--- src/rtl/imu_burst_reader.sv ---
// Wakes an I2C IMU after reset, then on request bursts six accelerometer bytes
// through a byte-level I2C master and presents them as signed X/Y/Z samples.
module imu_burst_reader #(
  parameter logic [6:0]  DEV_ADDR = 7'h68,
  parameter logic [7:0]  PWR_REG  = 8'h6B,
  parameter logic [7:0]  PWR_VAL  = 8'h00,
  parameter logic [7:0]  DATA_REG = 8'h3B,
  parameter logic [15:0] TIMEOUT  = 16'd50000
) (
  input  logic               i_clk,
  input  logic               i_rst_n,
  input  logic               i_sample,
  output logic [2:0]         o_cmd,
  output logic [7:0]         o_tx_data,
  output logic               o_cmd_valid,
  input  logic [7:0]         i_rx_data,
  input  logic               i_cmd_done,
  input  logic               i_cmd_error,
  output logic signed [15:0] o_accel_x,
  output logic signed [15:0] o_accel_y,
  output logic signed [15:0] o_accel_z,
  output logic               o_valid,
  output logic               o_init_done,
  output logic               o_busy,
  output logic               o_error
);

  localparam logic [2:0] CMD_START   = 3'd1;
  localparam logic [2:0] CMD_WRITE   = 3'd2;
  localparam logic [2:0] CMD_RD_ACK  = 3'd4;
  localparam logic [2:0] CMD_RD_NACK = 3'd5;
  localparam logic [2:0] CMD_STOP    = 3'd6;

  typedef enum logic [2:0] {IDLE, ISSUE, WAIT, ABORT_ISSUE, ABORT_WAIT} state_t;

  state_t      state;
  logic [3:0]  step;
  logic        in_init;
  logic        read_after;
  logic        boot;
  logic        pending;
  logic [15:0] tcnt;
  logic [47:0] shadow;

  logic req, tmo, last_step, is_read_cmd, err_ok;

  assign req         = pending | i_sample | read_after;
  assign tmo         = (tcnt >= TIMEOUT - 16'd1);
  assign last_step   = in_init ? (step == 4'd3) : (step == 4'd9);
  assign is_read_cmd = (o_cmd == CMD_RD_ACK) || (o_cmd == CMD_RD_NACK);
  assign err_ok      = i_cmd_error && ((o_cmd == CMD_START) || (o_cmd == CMD_WRITE));

  // {command, byte} for each step of the init and read sequences
  function automatic logic [10:0] seq_cmd(input logic init_seq, input logic [3:0] idx);
    logic [10:0] c;
    c = {CMD_STOP, 8'h00};
    if (init_seq) begin
      case (idx)
        4'd0:    c = {CMD_START, DEV_ADDR, 1'b0};
        4'd1:    c = {CMD_WRITE, PWR_REG};
        4'd2:    c = {CMD_WRITE, PWR_VAL};
        default: c = {CMD_STOP, 8'h00};
      endcase
    end else begin
      case (idx)
        4'd0:                         c = {CMD_START, DEV_ADDR, 1'b0};
        4'd1:                         c = {CMD_WRITE, DATA_REG};
        4'd2:                         c = {CMD_START, DEV_ADDR, 1'b1};
        4'd3, 4'd4, 4'd5, 4'd6, 4'd7: c = {CMD_RD_ACK, 8'h00};
        4'd8:                         c = {CMD_RD_NACK, 8'h00};
        default:                      c = {CMD_STOP, 8'h00};
      endcase
    end
    return c;
  endfunction

  always_ff @(posedge i_clk or negedge i_rst_n) begin
    if (!i_rst_n) begin
      state       <= IDLE;
      step        <= 4'd0;
      in_init     <= 1'b0;
      read_after  <= 1'b0;
      boot        <= 1'b1;
      pending     <= 1'b0;
      tcnt        <= 16'd0;
      o_cmd       <= 3'd0;
      o_tx_data   <= 8'h00;
      o_cmd_valid <= 1'b0;
      o_accel_x   <= 16'sd0;
      o_accel_y   <= 16'sd0;
      o_accel_z   <= 16'sd0;
      o_valid     <= 1'b0;
      o_init_done <= 1'b0;
      o_busy      <= 1'b0;
      o_error     <= 1'b0;
    end else begin
      o_valid     <= 1'b0;
      o_error     <= 1'b0;
      o_cmd_valid <= 1'b0;
      if (o_cmd_valid) tcnt <= 16'd0;
      else if (tcnt != 16'hFFFF) tcnt <= tcnt + 16'd1;
      if (state != IDLE && i_sample) pending <= 1'b1;

      case (state)
        IDLE: begin
          if (boot || (req && !o_init_done)) begin
            // a request arriving before the IMU is awake is folded into the init run
            boot                 <= 1'b0;
            in_init              <= 1'b1;
            read_after           <= req;
            pending              <= 1'b0;
            step                 <= 4'd0;
            {o_cmd, o_tx_data}   <= seq_cmd(1'b1, 4'd0);
            o_cmd_valid          <= 1'b1;
            o_busy               <= 1'b1;
            state                <= ISSUE;
          end else if (req) begin
            in_init              <= 1'b0;
            read_after           <= 1'b0;
            pending              <= 1'b0;
            step                 <= 4'd0;
            {o_cmd, o_tx_data}   <= seq_cmd(1'b0, 4'd0);
            o_cmd_valid          <= 1'b1;
            o_busy               <= 1'b1;
            state                <= ISSUE;
          end
        end
        ISSUE: state <= WAIT;
        WAIT: begin
          if (i_cmd_done) begin
            if (err_ok) begin
              {o_cmd, o_tx_data} <= {CMD_STOP, 8'h00};
              o_cmd_valid        <= 1'b1;
              state              <= ABORT_ISSUE;
            end else if (last_step) begin
              if (in_init) begin
                o_init_done <= 1'b1;
              end else begin
                o_accel_x <= $signed(shadow[47:32]);
                o_accel_y <= $signed(shadow[31:16]);
                o_accel_z <= $signed(shadow[15:0]);
                o_valid   <= 1'b1;
              end
              o_busy <= 1'b0;
              state  <= IDLE;
            end else begin
              step               <= step + 4'd1;
              {o_cmd, o_tx_data} <= seq_cmd(in_init, step + 4'd1);
              o_cmd_valid        <= 1'b1;
              state              <= ISSUE;
            end
          end else if (tmo) begin
            {o_cmd, o_tx_data} <= {CMD_STOP, 8'h00};
            o_cmd_valid        <= 1'b1;
            state              <= ABORT_ISSUE;
          end
        end
        ABORT_ISSUE: state <= ABORT_WAIT;
        ABORT_WAIT: begin
          if (i_cmd_done || tmo) begin
            o_error    <= 1'b1;
            read_after <= 1'b0;
            o_busy     <= 1'b0;
            state      <= IDLE;
          end
        end
        default: state <= IDLE;
      endcase
    end
  end

  // Bytes shift in XH first, so after six reads the register holds {X, Y, Z}
  always_ff @(posedge i_clk) begin
    if (state == WAIT && i_cmd_done && is_read_cmd) shadow <= {shadow[39:0], i_rx_data};
  end

endmodule
--- config.mk ---
export PLATFORM = sky130hd
export DESIGN_NAME = imu_burst_reader
export DESIGN_NICKNAME = d
export VERILOG_FILES = /design/src/rtl/imu_burst_reader.sv
export SDC_FILE = /design/constraint.sdc
export NUM_CORES = 1
export LEC_CHECK = 0
export CAP_MARGIN = 20
export CORE_AREA = 2 2 117 107
export CTS_BUF_LIST = sky130_fd_sc_hd__clkbuf_16
export DETAILED_ROUTE_END_ITERATION = 16
export DIE_AREA = 0 0 119 109
export GPL_ROUTABILITY_DRIVEN = 0
export HOLD_SLACK_MARGIN = 0.05
export PLACE_DENSITY = 0.7
export SYNTH_ARGS = -nofsm -noshare
export SYNTH_HDL_FRONTEND = slang
export SYNTH_SLANG_ARGS = --single-unit
--- constraint.sdc ---
create_clock -name i_clk -period 5.38 [get_ports i_clk]
set_input_delay 0.538 -clock i_clk [delete_from_list [all_inputs] [get_ports i_clk]]
set_output_delay 0.538 -clock i_clk [all_outputs]
set_load 0.02 [all_outputs]
==> impl_metrics.ini <==
[status]
status = finished, final reports clean

[worst_setup_path]
cp_max_fo = 49
worst_path_max_delay_cell = buf_4
crit_arrival_ns = 2.89
crit_chain = or3b_1, a211o_1, nor4_4, buf_4, mux2_2
cpPeakStageDelay_ns = 0.56
critical_path_class = reg -> reg
cp.required_ns = 5.68
endpoint_kind = flop
crit_path_start_kind = flop
reg2reg_depth = 5

[synth]
synthFlopType = dfrtp_1
syn-mean-instance-area_um2 = 14.1
syn-cell-area_um2 = 5520
syn_inst = 391
yosysWarningCount = 0
synth_seq_cells = 136
yosysTopAreaCellShare_pct = 39.4
synthArstFlopShare_pct = 64.7
synth_cell_types = 56
synth_area_leaders = dfrtp_1, edfxtp_1, mux2_2
seq_area_frac_synth_pct = 66.0
yosysTopAreaCell = dfrtp_1
synth_nets = 410
synth-edff-count = 48

[clock_tree]
hold_buffers = 0
cts_tree = yes
postCtsSetupRepairBufs = 0
clock_latency_ns = 0.41
clock_path_buffers = 2
clkTransAtPathRegs_ns = 0.06
cts-root-buf = clkbuf_16
cts_made_buffers = 17
cts.htree.levels = 4
cts_resized = 0
numClockSinks = 136

[timing]
timing.fmax_mhz = 386
maxSlewViolCount = 0
slew_headroom_pct = 39.7
rsz0062_at_grt = false
finalSetupTns_ns = 0
fin_skew_ns = 0.00465
hold_violations = 0
setup_viol = 0
fin_crit_ns = 2.59
final.period_utilization_pct = 48.1
max_slew.worst_pin.slew_ns = 0.897

[route]
drt-initial-drc-count = 214
wire_per_inst_um = 15.4
wl_met3_um = 399
routed_wl_um = 9920
wl_met2_um = 4760
maxUsedRoutingLayer = met4
drt_pre_antenna_iters = 4
detail-route-antenna-nets = 0
num_vias = 3315
drc = 0
avgViaCountPerCell = 5.16
wl_met1_um = 4550

[global_routing]
antenna_found_initial = 0
grt_pass1_vias = 3283
overflow = 0
grt_pass1_wl_um = 16600
grt_max_degree = 89
grtUsageTotal_pct = 16.6

[pwr]
power_leakage_nw = 2.88
netSwitchingFraction_pct = 27.9
clkPwrFrac_pct = 38.1
internal-power_mw = 2.06
p_per_area_nw_per_um2 = 410
p_comb_share_pct = 17.2
switchingPower_mw = 0.798
peakVddDrop_mv = 0.232
seqPwrFrac_pct = 44.7

[floorplanning]
die_y_um = 109
fp.dieW_um = 119
rows = 38
num_io_pins = 77
core_area_um2 = 11800
initial_core_util_pct = 46.6
dieArea_um2 = 13000

[finish]
mostFrequentLayoutCell = dfrtp_1
layout_common_cells = dfrtp_1, clkdlybuf4s50_1, edfxtp_1, mux2_2, nor2_1
fin_util_pct = 58.9
antenna_cells = 0
area_growth_pct = 26.3
layout.nets = 488
drive_gt1_share_pct = 16.4

[place]
hpwl_um = 6390
io_buffers = 75

[flow_run]
cap_violations = 0

[worst_hold_path]
hold_class = in -> async
area by class of cell:
cell class,count,area [um2]
fillers,925,4860
flip-flops and latches,136,3640
multi-input cells,229,1750
repair buffers,78,791
clock buffers,17,425
well taps,160,200
clock inverters,15,134
inverters,7,26.3
stage by stage:
step,cells,hold WS [ns],worst slack [ns],power [mW],instance area (um2)
2_1_floorplan,391,0.242,0.599,1.61,5520
3_3_place_gp,609,0.423,2.66,1.77,6390
3_5_place_dp,609,0.429,2.64,1.79,6390
4_1_cts,641,0.382,2.77,2.88,6950
5_1_grt,642,0.158,2.67,3.00,6970
6_report,642,0.126,2.79,2.86,6970
flip-flops by register name, indices dropped and copies added (netlist names), 3 cells and up:
register / count
step: 4
o_accel_x: 16
o_accel_z: 16
shadow: 48
tcnt: 16
o_cmd: 3
o_tx_data: 5
state: 3
o_accel_y: 16
worst max-delay path, delay by kind of cell, from the launching register on:
| kind | cells | cell delay (ns) |
|---|---|---|
| simple gates | 2 | 0.58 |
| buf+inv | 1 | 0.56 |
| flops | 1 | 0.53 |
| mux | 1 | 0.41 |
| compound gates | 1 | 0.34 |
cell usage after synthesis (all sizes together), types with 7 or more instances:
master and number:
edfxtp 48, dfrtp 87, nand2 13, inv 7, xor2 9, o21ai 12, a21oi 7, nor3 9
mux2 53, nor2 28, buf 12, clkbuf 7, mux2i 7
kinds of logic after synthesis:
family	share of synthesized area [%]
buf+inv	2.31
fa+ha+maj	1.54
xor+xnor	1.75
other cells	0.0679
mux	12.1
flops	66.0
compound gates	7.23
simple gates	9.00
power by group through the flow:
stage               Sequential [mW]  Combinational, mW  Clock [mW]
global route                   1.29              0.547        1.16
CTS                            1.28              0.491        1.11
detailed placement             1.30              0.489           0
global placement               1.29              0.478           0
floorplan                      1.28              0.325           0
finish                         1.28              0.491        1.09
final timing paths:
kind / startpoint / endpoint / slack [ns]
hold reg to reg: shadow[18]$_DFFE_PP_ / shadow[26]$_DFFE_PP_ / 0.44
max in group asynchronous: i_rst_n / boot$_DFFE_PN1P_ / 4.58
setup / recovery: in_init$_DFFE_PN0P_ / o_accel_x[2]$_DFFE_PN0P_ / 2.79
hold / removal: i_rst_n / o_accel_z[2]$_DFFE_PN0P_ / 0.13
min in group i_clk: shadow[18]$_DFFE_PP_ / shadow[26]$_DFFE_PP_ / 0.44
setup reg to reg: in_init$_DFFE_PN0P_ / o_accel_x[2]$_DFFE_PN0P_ / 2.79
layer usage:
layer / global-route usage [%] / vias up
met5: 0 / -
met4: 8.76 / 0
met3: 4.65 / 18
met2: 25.2 / 73
met1: 21.9 / 1622
li1: - / 1602
Note: power is estimated with default switching activity, not from simulation.
